--- config.mk ---
export PLATFORM = sky130hd
export DESIGN_NAME = receive_engine
export DESIGN_NICKNAME = d
export VERILOG_FILES = /design/src/rtl/uart_pkg.sv /design/src/rtl/rx_bit_timer.sv /design/src/rtl/receive_engine.sv
export SDC_FILE = /design/constraint.sdc
export NUM_CORES = 1
export LEC_CHECK = 0
export ABC_AREA = 1
export BUFFER_PORTS_ARGS = -buffer_cell sky130_fd_sc_hd__buf_2
export CORE_MARGIN = 8
export CORE_UTILIZATION = 60
export CTS_CLUSTER_DIAMETER = 100
export DETAILED_ROUTE_END_ITERATION = 10
export HOLD_SLACK_MARGIN = 0.03
export PLACE_DENSITY = 0.81
export SYNTH_ARGS = -nofsm -noshare
export SYNTH_HDL_FRONTEND = slang
export SYNTH_SLANG_ARGS = --single-unit
export TNS_END_PERCENT = 100
--- constraint.sdc ---
create_clock -name clk -period 2.2 [get_ports clk]
set_clock_uncertainty 0.1 [all_clocks]
set_input_delay 0.11 -clock clk [delete_from_list [all_inputs] [get_ports clk]]
set_output_delay 0.11 -clock clk [all_outputs]
set_load 0.01 [all_outputs]
--- src/rtl/uart_pkg.sv ---
// uart_pkg: shared definitions for the UART receive path.
//   BAUD_W     width of the bit-time (baud) value and bit-time counter
//   DATA_W     width of the received data word
//   FRAME_W    widest data+parity field captured from the line
//   rx_state_e receive state machine encoding
//   frame_bits number of serial bits between start and stop bits
package uart_pkg;

    localparam int BAUD_W  = 19;
    localparam int DATA_W  = 8;
    localparam int FRAME_W = 9;

    typedef enum logic [1:0] {
        ST_IDLE,
        ST_START,
        ST_DATA,
        ST_STOP
    } rx_state_e;

    // 7 or 8 data bits, plus one parity bit when enabled.
    function automatic logic [3:0] frame_bits(input logic eight, input logic pen);
        return 4'd7 + {3'b000, eight} + {3'b000, pen};
    endfunction

endpackage

--- src/rtl/rx_bit_timer.sv ---
// rx_bit_timer: bit-time counter for the UART receiver.
//   clk       system clock
//   reset     asynchronous active-high reset
//   clear     restart the count at 0 on the next edge
//   baud      bit time in clk cycles
//   half_hit  count has reached baud>>1 (centre of the start bit)
//   full_hit  count has reached baud-1 (one full bit time elapsed)
module rx_bit_timer
    import uart_pkg::*;
(
    input  logic              clk,
    input  logic              reset,
    input  logic              clear,
    input  logic [BAUD_W-1:0] baud,
    output logic              half_hit,
    output logic              full_hit
);

    logic [BAUD_W-1:0] count_q;
    logic [BAUD_W-1:0] count_d;

    always_comb begin
        count_d = count_q;
        if (clear) begin
            count_d = '0;
        end else if (count_q != {BAUD_W{1'b1}}) begin
            // Saturate rather than wrap so a stuck bit never aliases a hit.
            count_d = count_q + 1'b1;
        end
    end

    assign half_hit = (count_q == (baud >> 1));
    assign full_hit = (count_q == (baud - 1'b1));

    always_ff @(posedge clk or posedge reset) begin
        if (reset) begin
            count_q <= '0;
        end else begin
            count_q <= count_d;
        end
    end

endmodule

--- src/rtl/receive_engine.sv ---
// receive_engine: UART receiver with 7/8 data bits, optional odd/even parity.
//   clk, reset   system clock, asynchronous active-high reset
//   RX           serial input (idle high, asynchronous to clk)
//   baud         bit time in clk cycles
//   EIGHT/PEN/OHEL  8-bit data / parity enable / odd parity select
//   read0        host strobe consuming the current frame
//   UART_RDATA   last received data word
//   RXRDY        frame available; PERR/FERR/OVF status of that frame
module receive_engine
    import uart_pkg::*;
(
    input  logic              clk,
    input  logic              reset,
    input  logic              RX,
    input  logic [BAUD_W-1:0] baud,
    input  logic              EIGHT,
    input  logic              PEN,
    input  logic              OHEL,
    input  logic              read0,
    output logic [DATA_W-1:0] UART_RDATA,
    output logic              RXRDY,
    output logic              PERR,
    output logic              FERR,
    output logic              OVF
);

    rx_state_e          state_q, state_d;
    logic               rx_meta_q, rxs_q;
    logic [3:0]         bit_cnt_q, bit_cnt_d;
    logic [FRAME_W-1:0] frame_q, frame_d;
    logic [DATA_W-1:0]  rdata_q, rdata_d;
    logic               rxrdy_q, rxrdy_d;
    logic               perr_q, perr_d;
    logic               ferr_q, ferr_d;
    logic               ovf_q, ovf_d;

    logic               tmr_clear;
    logic               half_hit, full_hit;
    logic               frame_done;
    logic [3:0]         nbits;
    logic [DATA_W-1:0]  data_bits;
    logic               parity_bit;

    rx_bit_timer u_timer (
        .clk      (clk),
        .reset    (reset),
        .clear    (tmr_clear),
        .baud     (baud),
        .half_hit (half_hit),
        .full_hit (full_hit)
    );

    assign nbits = frame_bits(EIGHT, PEN);

    // Data sits at frame_q[6:0] / [7:0]; the parity bit follows the last data bit.
    assign data_bits  = {frame_q[7] & EIGHT, frame_q[6:0]};
    assign parity_bit = EIGHT ? frame_q[8] : frame_q[7];

    always_comb begin
        state_d    = state_q;
        bit_cnt_d  = bit_cnt_q;
        frame_d    = frame_q;
        rdata_d    = rdata_q;
        rxrdy_d    = rxrdy_q;
        perr_d     = perr_q;
        ferr_d     = ferr_q;
        ovf_d      = ovf_q;
        tmr_clear  = 1'b0;
        frame_done = 1'b0;

        case (state_q)
            ST_IDLE: begin
                tmr_clear = 1'b1;
                if (!rxs_q) begin
                    state_d = ST_START;
                end
            end
            ST_START: begin
                if (half_hit) begin
                    tmr_clear = 1'b1;
                    if (!rxs_q) begin
                        state_d   = ST_DATA;
                        bit_cnt_d = 4'd0;
                        frame_d   = '0;
                    end else begin
                        state_d = ST_IDLE;  // glitch, not a real start bit
                    end
                end
            end
            ST_DATA: begin
                if (full_hit) begin
                    tmr_clear          = 1'b1;
                    frame_d[bit_cnt_q] = rxs_q;
                    if (bit_cnt_q == nbits - 4'd1) begin
                        state_d = ST_STOP;
                    end else begin
                        bit_cnt_d = bit_cnt_q + 4'd1;
                    end
                end
            end
            ST_STOP: begin
                if (full_hit) begin
                    tmr_clear  = 1'b1;
                    frame_done = 1'b1;
                    state_d    = ST_IDLE;
                end
            end
            default: begin
                tmr_clear = 1'b1;
                state_d   = ST_IDLE;
            end
        endcase

        // A completing frame wins over a simultaneous host read.
        if (frame_done) begin
            rdata_d = data_bits;
            rxrdy_d = 1'b1;
            perr_d  = PEN & (^data_bits ^ parity_bit ^ OHEL);
            ferr_d  = ~rxs_q;
            ovf_d   = rxrdy_q & ~read0;
        end else if (read0) begin
            rxrdy_d = 1'b0;
            perr_d  = 1'b0;
            ferr_d  = 1'b0;
            ovf_d   = 1'b0;
        end
    end

    always_ff @(posedge clk or posedge reset) begin
        if (reset) begin
            state_q   <= ST_IDLE;
            rx_meta_q <= 1'b1;
            rxs_q     <= 1'b1;
            bit_cnt_q <= 4'd0;
            frame_q   <= '0;
            rdata_q   <= '0;
            rxrdy_q   <= 1'b0;
            perr_q    <= 1'b0;
            ferr_q    <= 1'b0;
            ovf_q     <= 1'b0;
        end else begin
            state_q   <= state_d;
            rx_meta_q <= RX;
            rxs_q     <= rx_meta_q;
            bit_cnt_q <= bit_cnt_d;
            frame_q   <= frame_d;
            rdata_q   <= rdata_d;
            rxrdy_q   <= rxrdy_d;
            perr_q    <= perr_d;
            ferr_q    <= ferr_d;
            ovf_q     <= ovf_d;
        end
    end

    assign UART_RDATA = rdata_q;
    assign RXRDY      = rxrdy_q;
    assign PERR       = perr_q;
    assign FERR       = ferr_q;
    assign OVF        = ovf_q;

endmodule

==> run summary <==
Yosys top cell area share = 28.4%
DRT iter0 DRCs = 310
Crit Path Class = register to register
GRT Total Usage = 22.5%
TritonRoute pass-1 iters = 5
Core Rows = 30
Core Region = 6680 um^2
WHS Path Cells = 3
Endpoints failing setup = 11
Fin area = 4820 um^2
I/O Buffers = 37
RD Place Congestion = 0.942
Slew @ Worst Pin = 0.585 ns
Number of synthesized register bits = 48
Min Tclk post-route = 2.23 ns
Largest cells by area after synthesis = dfrtp_1 (28%), nand2_1 (18%), inv_1 (7.5%)
Post-route ant nets = 0
Worst slack, placed = -0.0836 ns
Die Width = 98.2 um
Top delay family on crit path = simple AND/OR/NAND/NOR gates
Clock Path Buffers = 2
Period utilisation layout = 101%
Post-synth EDFFs = 0
Layout cell share with drive strength beyond 1 = 23.6%
Area Growth Syn to Fin = 18.9%
Final Hold Viols = 0
Placed Instance Area = 4420 um^2
WL final = 11300 um
Min-Delay Path Class = input port to register
Post-synth top area cell = dfrtp_1
Maximum Capacitance Violations = 0
Layout Nets = 719
Cell with the most instances after synthesis = nand2_1
Reg clk slew, reported paths = 0.09 ns
Highest clock rate = 0.448 GHz
Via-to-Cell Ratio = 5.48
DPL Wire Length = 8590 um
Die ar. = 9640 um^2
Initial Util = 60.7%
# IOs = 38
Hold_ws = 0.102 ns
Slew Viols, Final = 0
CTS root buffer = clkbuf_8
Syn Area/Cell = 6.53 um^2
First-pass GRT wire length = 18000 um
Ys async rst share = 100%
Post-synthesis cell type count = 39
PwrDens = 601 nW/um^2
Seq. cell area = 1220 um^2
Sequential area share after synthesis = 29.7%
Maximum level of the CTS H-tree = 2
Crit path depth = 14
WP buf/inv = 2
Synth cell count leaders = nand2_1 (190), inv_1 (81), nor2_1 (72), nand3_1 (47), dfrtp_1 (46)
Vias in the first global route = 3917
Register-to-register setup slack = -0.03 ns
Initial antenna violation count = 0
Gate Count Post-Synth = 621
CTS buffer count = 5
# fillers = 537
Failing checks = negative setup slack
Max stage delay cell, worst path = dfrtp_2
Total gr overflow = 0
Yosys warns = 0
Critical Path Start Type = register
Total power = 0.00290 W
Critical path cell sequence = inv_2 -> nand2_1 -> nand2_2 -> nand2_2 -> nand2_1 -> nor2_1 -> nand2_1 -> nor2_2 -> nand3_2 -> nor2_2 -> nand2_2 -> a21boi_4 -> clkbuf_16 -> nor2_1
DRC Markers = 0
CTS sink count = 48
CTS tree = done
Crit path largest cell delay = 0.42 ns
Detail-routed net length per standard cell = 14.7 um
Mapped Area = 4050 um^2
Ys flop type = dfrtp_1
Worst-Skew Late Latency = 0.30 ns
Worst vdd rail ir drop = 423 uV
Status = finished, violations left
Vert. Die Dim = 98.2 um
Syn Nets = 654
Unrepaired setup endpoints after global routing = yes
Critical path data required time = 2.29 ns
CP Capture Type = register
Multi-input gate area in the final layout = 2580 um^2
Crit path arrival time = 2.33 ns
Final non-filler cell total = 766
Final worst setup slack = -0.0326 ns
ANT cells = 0
Largest net degree at the start of global routing = 28
Cell depth of the worst flop-to-flop path = 14
Leak = 2.46 nW
Placed insts = 744
Critical path fanouts, max = 5
Relative slew slack = 60.9%
Vias = 4200
==> what timing repair did <==
item / 4_1_cts / 5_1_grt
setup endpoints to repair: 0 / 38
buffers inserted: 0 / 8
resized for setup: 0 / 46
hold buffers: 3 / 0
hold endpoints to repair: 27 / 0
==> kinds of logic (layout without fill, tap and decap cells) <==
family / Yosys count / count (layout) / share of synthesized area (%)
compound gates: 46 / 46 / 6.70
mux: 1 / 1 / 0.247
simple gates: 382 / 383 / 43.2
fa+ha+maj: 7 / 7 / 2.16
xor+xnor: 37 / 37 / 8.00
buf+inv: 100 / 164 / 10.0
flops: 48 / 48 / 29.7
==> placed cells by master (no fill, tap or decap), types with 3 or more instances in the layout <==
cell type / instances
xor2_2: 4
nor2_1: 64
nor2_4: 6
nand2_2: 10
o21ai_2: 3
inv_2: 8
nand2_1: 184
clkbuf_8: 6
o22ai_1: 8
nand2_4: 3
nor3_1: 8
dfrtp_1: 36
xor2_1: 19
o21ai_0: 18
inv_1: 76
nand3_2: 5
o21ai_1: 5
xnor2_1: 11
dfrtp_2: 10
buf_4: 26
nor2_2: 25
a21oi_1: 8
nand4_1: 25
nand3_1: 44
ha_1: 7
dlygate4sd3_1: 3
buf_2: 37
==> layer usage <==
| metal | up-vias | GRT usage [%] | wire length, um |
|---|---|---|---|
| li1 | 2085 | - | - |
| met1 | 1910 | 31.3 | 4790 |
| met2 | 173 | 34.9 | 5130 |
| met3 | 32 | 3.91 | 1030 |
| met4 | 0 | 6.38 | 307 |
| met5 | - | 0 | 0 |
==> flip-flops by register name, summed over array words and instances (netlist names), named ones only <==
| name | flops |
|---|---|
| state_q | 1 |
| OVF | 1 |
| UART_RDATA | 8 |
| frame_q | 9 |
| RXRDY | 1 |
| rxs_q | 1 |
| PERR | 1 |
| rx_meta_q | 1 |
| FERR | 1 |
| bit_cnt_q | 4 |
| u_timer.count_q | 19 |
==> worst reg2reg max path, delay by kind of cell (launching register included) <==
kind | cells | cell delay [ns]
AOI/OAI and AO/OA | 1 | 0.30
buffers and inverters | 2 | 0.28
DFF | 1 | 0.42
and+or+nand+nor | 11 | 1.03
==> final timing paths <==
path,to,startpoint
setup reg to reg,u_timer.count_q[8]$_DFFE_PP0P_,u_timer.count_q[4]$_DFFE_PP0P_
min in group asynchronous,frame_q[3]$_DFFE_PP0P_,reset
hold reg to reg,rxs_q$_DFF_PP1_,rx_meta_q$_DFF_PP1_
hold / removal,UART_RDATA[7]$_DFFE_PP0P_,EIGHT
setup / recovery,u_timer.count_q[8]$_DFFE_PP0P_,u_timer.count_q[4]$_DFFE_PP0P_
max in group asynchronous,rx_meta_q$_DFF_PP1_,reset
==> final cells by class <==
type	instances	share of cell area [%]
Sequential cell	48	25.2
Clock buffer	6	1.71
Clock inverter	1	0.182
Multi-Input combinational cell	474	53.6
Tap cell	80	2.08
Timing Repair Buffer	71	10.4
Inverter	86	6.75
==> where the power goes <==
group	switching, W	leakage (nW)	internal [W]
combinational	0.000780	1.77	0.000547
sequential	0.0000781	0.642	0.000940
clock	0.000299	0.0473	0.000251
==> stage by stage <==
step | utilization (%) | TNS, ns
5_1_grt | 72.1 | -2.52
3_3_place_gp | 66.1 | 0
6_report | 72.1 | -0.257
2_1_floorplan | - | 0
3_5_place_dp | 66.1 | -0.708
4_1_cts | 68.0 | 0
(Power assumes the default switching activity.)
